**src/rtl/not_8_pkg.sv**
```systemverilog
`default_nettype none
// ============================================================================
// Module   : not_8_pkg
// Purpose  : Shared gate-library constants for the not_8 inverter slice.
// Revision : 1.0 - initial release
// ============================================================================
package not_8_pkg;

    // Datapath width used when the instantiating block does not override it.
    localparam int unsigned DEFAULT_WIDTH = 8;

    // Reset image of the registered result.
    localparam logic C_FQ_RESET = 1'b0;

endpackage : not_8_pkg
`default_nettype wire

```
**src/rtl/not_8_not1.sv**
```systemverilog
`default_nettype none
// ============================================================================
// Module   : not1
// Purpose  : Single-bit inverter cell; one instance per result bit.
// Revision : 1.0 - initial release
// ============================================================================
module not1 (
    output logic y,
    input  logic a
);

    // Pure combinational inversion, no state.
    assign y = ~a;

endmodule : not1
`default_nettype wire

```
**src/rtl/not_8.sv**
```systemverilog
`default_nettype none
// ============================================================================
// Module   : not_8
// Purpose  : WIDTH-bit inverter built from per-bit not1 cells, with a
//            capture register, a sticky valid flag and a one-cycle change flag.
// Revision : 1.0 - initial release
// ============================================================================
module not_8
    import not_8_pkg::*;
#(
    parameter int unsigned WIDTH = DEFAULT_WIDTH
) (
    input  logic             clk,
    input  logic             rst,
    input  logic [WIDTH-1:0] A,
    input  logic             en,
    output logic [WIDTH-1:0] F,
    output logic [WIDTH-1:0] F_q,
    output logic             valid,
    output logic             chg
);

    // One inverter per bit; the bits never interact.
    generate
        for (genvar i = 0; i < int'(WIDTH); i++) begin : g_bit
            not1 u_not1 (
                .y (F[i]),
                .a (A[i])
            );
        end
    endgenerate

    // All state: reset wins over enable; the register is loaded from the
    // combinational result F so both paths always agree.
    always_ff @(posedge clk) begin
        if (rst) begin
            F_q   <= {WIDTH{C_FQ_RESET}};
            valid <= 1'b0;
            chg   <= 1'b0;
        end else if (en) begin
            F_q   <= F;
            valid <= 1'b1;
            chg   <= (F != F_q);
        end else begin
            chg   <= 1'b0;
        end
    end

endmodule : not_8
`default_nettype wire

```
**config.mk**
```make
export PLATFORM = sky130hd
export DESIGN_NAME = not_8
export DESIGN_NICKNAME = d
export VERILOG_FILES = /design/src/rtl/not_8_pkg.sv /design/src/rtl/not_8_not1.sv /design/src/rtl/not_8.sv
export SDC_FILE = /design/constraint.sdc
export NUM_CORES = 1
export LEC_CHECK = 0
export ABC_AREA = 1
export BUFFER_PORTS_ARGS = -buffer_cell sky130_fd_sc_hd__clkbuf_2
export CELL_PAD_IN_SITES_DETAIL_PLACEMENT = 1
export CELL_PAD_IN_SITES_GLOBAL_PLACEMENT = 2
export CORE_ASPECT_RATIO = 0.8
export CORE_MARGIN = 1
export CORE_UTILIZATION = 21
export DETAILED_ROUTE_END_ITERATION = 6
export GPL_TIMING_DRIVEN = 0
export PLACE_DENSITY = 0.77
export SLEW_MARGIN = 15
export SYNTH_ARGS = -nofsm -noshare
export SYNTH_HDL_FRONTEND = slang
export SYNTH_HIERARCHICAL = 1
export SYNTH_SLANG_ARGS = --single-unit
```
**constraint.sdc**
```tcl
create_clock -name clk -period 1.5 [get_ports clk]
set_input_delay 0.225 -clock clk [delete_from_list [all_inputs] [get_ports clk]]
set_output_delay 0.225 -clock clk [all_outputs]
set_load 0.02 [all_outputs]
```
==> metrics, run 1 <==
Peak VDD IR 317 uV; first-pass GRT wire length 2.37 mm; Hold Fails Final Rpt 0; worst stage delay on the critical path 400 ps; CTS max path bufs 2; site row count 15; Post-synth top cells nand2_1 (26), inv_1 (25), dfxtp_1 (10); CTS root buffer clkbuf_4; die height 47.0 um; MaxCap Viol Count 0; Clk Latency, worst-skew pair 270 ps; cell taking the most area after synthesis dfxtp_1; Post-Syn Nets 98; GRT overflow 0; post-CTS sizing 0; critical path's slowest cell dfxtp_1; Starting Density 23.4%; vias per inst 3.98; share of cells above drive strength 1 30.3%; ys async rst share 0%; post-synthesis sequential area ratio 37.6%; Die Area 2740 um2; Simple-Gate Fraction of Synth Area 26.1%; hpwl dp 1.08 mm; Worst Path Buf+Inv 1; clk sinks 10; DR pass1 iterations 4; Post-Synthesis Cells 87; largest family of logic cells by synthesized area simple AND/OR/NAND/NOR gates; CTS tree yes; H-tree depth 1; hold_ws 248 ps; Leak 0.000462 uW; post-synthesis compound-gate area fraction 16.5%; FF-to-FF setup slack 560 ps; Adder-Cell Fraction of Synth Area 0%; setup TNS 0 ps; count of final setup violators 0; final worst path period need 1090 ps; CP Capture Type output pin; ys flop type dfxtp_1; worst hold path type in2reg; Slew @ Worst Pin 343 ps; Final Slew Violations 0; worst setup path category reg2out; Detailed Route Iter0 Violations 36; Tcrit/Tclk final 72.6%; mux cell area share after synthesis 0%; Post-synth EDFFs 0; Worst EP arrival 860 ps; pwr/cell area 949 nW/um2; IO buf count 28; gpl congestion 0.640; area occupied by multi-input gates 226 um2; Tot GR Track Use 11.9%; ANT cells 0; Hold Buf Count CTS 0; area delta synth->final 41.2%; Yosys cell types 10; Mapped Area 532 um2; Max Freq 919 MHz; family with the most delay on the worst path flip-flops; Post-Synth XOR/XNOR Area 0%; setup repair bufs after CTS 0; most frequent cell after synthesis nand2_1; # fillers 317; Final #Nets 131; CTS Buf Count 3; Synth Register Bits 10; DIE WIDTH 58.3 um; vias after detailed routing 609; Critical Path Start Type flip-flop; Residual DRC 0; total core area 2270 um2; Synth top area share 37.6%; register area 200 um2; Final ANT Viol Nets 0; Worst slew margin 77.1%; routed len/inst 8.91 um; initial antenna violation count 0; largest net degree at the start of global routing 11; largest cells by area after synthesis dfxtp_1 (38%), nand2_1 (18%), inv_1 (18%); clk slew on worst S/H paths 70 ps; Post-Route WL 1.36 mm; Clock Skew 2.82 ps; syn avg cell area 6.11 um2; RSZ-0062 raised after global routing false; worst-path cell chain clkbuf_2; Synthesis Warnings 6; status finished clean; Crit path required time 1270 ps; number of global-route vias before repair 572; critical path fanouts, max 4; IO Count 29
## where the power goes
group | internal [uW] | total (uW) | switching, uW
clock | 147 | 251 | 103
sequential | 284 | 300 | 15.9
combinational | 57.5 | 162 | 104
total | 489 | 713 | 224
## area by class of cell
class / count / area share [%]
plain buffers: 1 / 1.50
multi-input cells: 51 / 30.2
clock buffers: 4 / 4.83
repair buffers: 28 / 18.7
inverters: 25 / 12.5
flip-flops and latches: 10 / 26.7
well taps: 34 / 5.67
## per-stage QoR
stage / instance area [um2] / instances / power, uW / worst slack [ps] / util [%]
2_1_floorplan: 532 / 87 / 410 / 517 / -
3_3_place_gp: 714 / 149 / 466 / 539 / 31.5
3_5_place_dp: 714 / 149 / 471 / 498 / 31.5
4_1_cts: 751 / 153 / 728 / 405 / 33.1
5_1_grt: 751 / 153 / 765 / 359 / 33.1
6_report: 751 / 153 / 713 / 411 / 33.1
## logic make-up (layout without fill, tap and decap cells)
kind of cell	Yosys count	in the layout
compound gates	16	16
buf+inv	26	58
flops	10	10
simple gates	35	35
## worst paths after layout
check,startpoint,end,depth (start not counted)
max,F_q[4]$_SDFFE_PP0P_,F_q[4],1
min,A[6],F_q[6]$_SDFFE_PP0P_,4
max reg2reg,F_q[7]$_SDFFE_PP0P_,chg$_SDFF_PP0_,7
min reg2reg,valid$_SDFFE_PP0P_,valid$_SDFFE_PP0P_,2
## placed cells by master, fill, tap and decap left out
cell type / instances
o21ai_2: 1
clkbuf_2: 28
clkbuf_8: 1
a21oi_2: 1
nor2_1: 8
inv_1: 25
nand2_1: 26
a21oi_1: 7
o21ai_0: 7
clkbuf_4: 3
buf_6: 1
dfxtp_1: 10
nand2_4: 1
## sequential cells by signal, indices dropped and copies added, names as in the netlist
signal and flops:
F_q 8, chg 1, valid 1
## per-layer routing
metal	vias up	global-route usage, %	routed length (um)
li1	316	-	-
met1	271	15.7	744
met2	22	18.4	535
met3	0	2.48	83
met4	0	7.14	0
met5	-	0	0
No activity file was read; power rests on OpenSTA's default activity.
==> inputs of run 2 (changes only) <==
--- a/config.mk
+++ b/config.mk
@@ -11,10 +11,10 @@
 export CELL_PAD_IN_SITES_GLOBAL_PLACEMENT = 2
 export CORE_ASPECT_RATIO = 0.8
 export CORE_MARGIN = 1
-export CORE_UTILIZATION = 21
+export CORE_UTILIZATION = 20
 export DETAILED_ROUTE_END_ITERATION = 6
 export GPL_TIMING_DRIVEN = 0
-export PLACE_DENSITY = 0.77
+export PLACE_DENSITY = 0.74
 export SLEW_MARGIN = 15
 export SYNTH_ARGS = -nofsm -noshare
 export SYNTH_HDL_FRONTEND = slang
==> constraint.sdc (replaced) <==
create_clock -name clk -period 1.1 [get_ports clk]
set_input_delay 0.165 -clock clk [delete_from_list [all_inputs] [get_ports clk]]
set_output_delay 0.165 -clock clk [all_outputs]
set_load 0.02 [all_outputs]
==> metrics, run 2 (synthesis results as in run 1) <==
status finished clean; critical path fanouts, max 4 (unchanged); hpwl dp 1.09 mm (+1.3%); Tcrit/Tclk final 92.1%; Leak 0.000462 uW (unchanged); setup TNS 0 ps (unchanged); post-CTS sizing 0 (unchanged); worst hold path type in2reg; CTS max path bufs 2 (unchanged); Clk pwr share 34.5% (-0.7 points); clk slew on worst S/H paths 70 ps (about the same); first-pass GRT wire length 2.04 mm (-14%); CTS root buffer clkbuf_4; number of global-route vias before repair 496 (-13%); Worst EP arrival 850 ps (about the same); internal power 667 uW (+36%); # fillers 351 (+11%); sw frac 30.8% (-0.57 points); family with the most delay on the worst path flip-flops; H-tree depth 1 (unchanged); count of final setup violators 0 (unchanged); RSZ-0062 raised after global routing false; Largest Register F_q; Slew @ Worst Pin 346 ps (+2.73 ps); sequential share of power 42.5% (+0.4 points); IO buf count 28 (unchanged); Peak VDD IR 519 uV (+64%); Final #Nets 131 (unchanged); Starting Density 21.4% (-2.0 points); Worst Path Buf+Inv 1 (unchanged); share of cells above drive strength 1 30.3% (unchanged); routed len/inst 8.95 um (+0.45%); register area 200 um2 (unchanged); Die Area 2870 um2 (+4.8%); FF-to-FF setup slack 150 ps (-410 ps); critical path's slowest cell dfxtp_1; initial antenna violation count 0 (unchanged); Detailed Route Iter0 Violations 13 (-64%); Critical Path Start Type flip-flop; CP Capture Type output pin; Hold Fails Final Rpt 0 (unchanged); Residual DRC 0 (unchanged); Post-Route WL 1.39 mm (+1.8%); die height 48.1 um (+2.4%); ANT cells 0 (unchanged); Clock Skew 1.94 ps (-0.871 ps); dpl cells 151 (+1.3%); most common cell after layout, fill and taps aside clkbuf_2; final cell count without fillers 155 (+1.3%); Final ANT Viol Nets 0 (unchanged); vias after detailed routing 586 (-3.8%); setup repair bufs after CTS 0 (unchanged); Worst slew margin 76.9% (-0.18 points); Clk Latency, worst-skew pair 260 ps (about the same); MaxCap Viol Count 0 (unchanged); DIE WIDTH 59.7 um (+2.4%); site row count 16 (+1); gpl congestion 0.652 (+1.8%); Comb power frac 22.9% (+0.2 points); clk sinks 10 (unchanged); total core area 2480 um2 (+9.3%); P_sw 297 uW (+33%); commonest non-fill, non-tap cells in the layout clkbuf_2 (28), nand2_1 (26), inv_1 (25); pwr/cell area 1280 nW/um2 (+35%); area occupied by multi-input gates 226 um2 (unchanged); Tot Pwr 964 uW (+35%); Max Freq 987 MHz; DR pass1 iterations 2 (-2); Final Slew Violations 0 (unchanged); Crit path required time 940 ps (-330 ps); area delta synth->final 41.6%; biggest regs F_q x8, chg x1, valid x1; vias per inst 3.78 (-5.0%); GRT overflow 0 (unchanged); CTS Buf Count 3 (unchanged); max reg flops 8 (unchanged); worst-path cell chain clkbuf_2; IO Count 29 (unchanged); Hold Buf Count CTS 0 (unchanged); worst setup path category reg2out; final worst path period need 1010 ps; CTS tree yes; worst stage delay on the critical path 390 ps (about the same); largest net degree at the start of global routing 11 (unchanged); Tot GR Track Use 10.1% (-1.8 points)
[run 2: cell counts in the layout (fill, tap and decap cells not counted)]
Identical to the previous run, type by type.
[run 2: per-stage QoR]
step / instance area [um2] / setup slack, ps / hold slack, ps / utilization [%]
6_report: 753 / 87.3 / 196 / 30.3
5_1_grt: 753 / 14.9 / 181 / 30.3
4_1_cts: 753 / 64.7 / 182 / 30.3
3_5_place_dp: 717 / 149 / 459 / 28.9
3_3_place_gp: 717 / 184 / 451 / 28.9
2_1_floorplan: 532 / 117 / 358 / -
[run 2: final cells by class]
class                           instances  share of cell area (%)
Tap cell                               36                    5.98
Inverter                               25                    12.5
Clock buffer                            4                    4.82
Sequential cell                        10                    26.6
Multi-Input combinational cell         51                    30.1
Buffer                                  1                    1.50
Timing Repair Buffer                   28                    18.6
[run 2: path summary, 6_finish.rpt]
kind	startpoint	depth (start not counted)	endpoint
setup / recovery	F_q[4]$_SDFFE_PP0P_	1	F_q[4]
hold / removal	A[3]	4	F_q[3]$_SDFFE_PP0P_
setup reg to reg	F_q[7]$_SDFFE_PP0P_	7	chg$_SDFF_PP0_
hold reg to reg	valid$_SDFFE_PP0P_	2	valid$_SDFFE_PP0P_
[run 2: per-layer routing]
| metal | vias to the layer above | part of all wire [%] | track usage [%] |
|---|---|---|---|
| met5 | - | 0 | 0 |
| li1 | 316 | - | - |
| met1 | 252 | 48 | 11.7 |
| met2 | 18 | 47 | 17.1 |
| met4 | 0 | 0 | 1.40 |
| met3 | 0 | 5.4 | 5.57 |
[run 2: worst register-to-register path, cell delays in order (launching register included)]
cell     delay, ps
dfxtp_1        380
inv_1           60
nand2_1         50
nand2_1         50
nor2_1         100
nand2_1         70
nor2_1         100
nor2_1          40
[run 2: power by group through the flow]
stage          Combinational (uW)  Sequential [uW]  Clock (uW)
6_report                      221              410         333
4_1_cts                       225              410         351
5_1_grt                       248              413         379
2_1_floorplan                 112              446           0
3_5_place_dp                  224              419           0
3_3_place_gp                  217              417           0
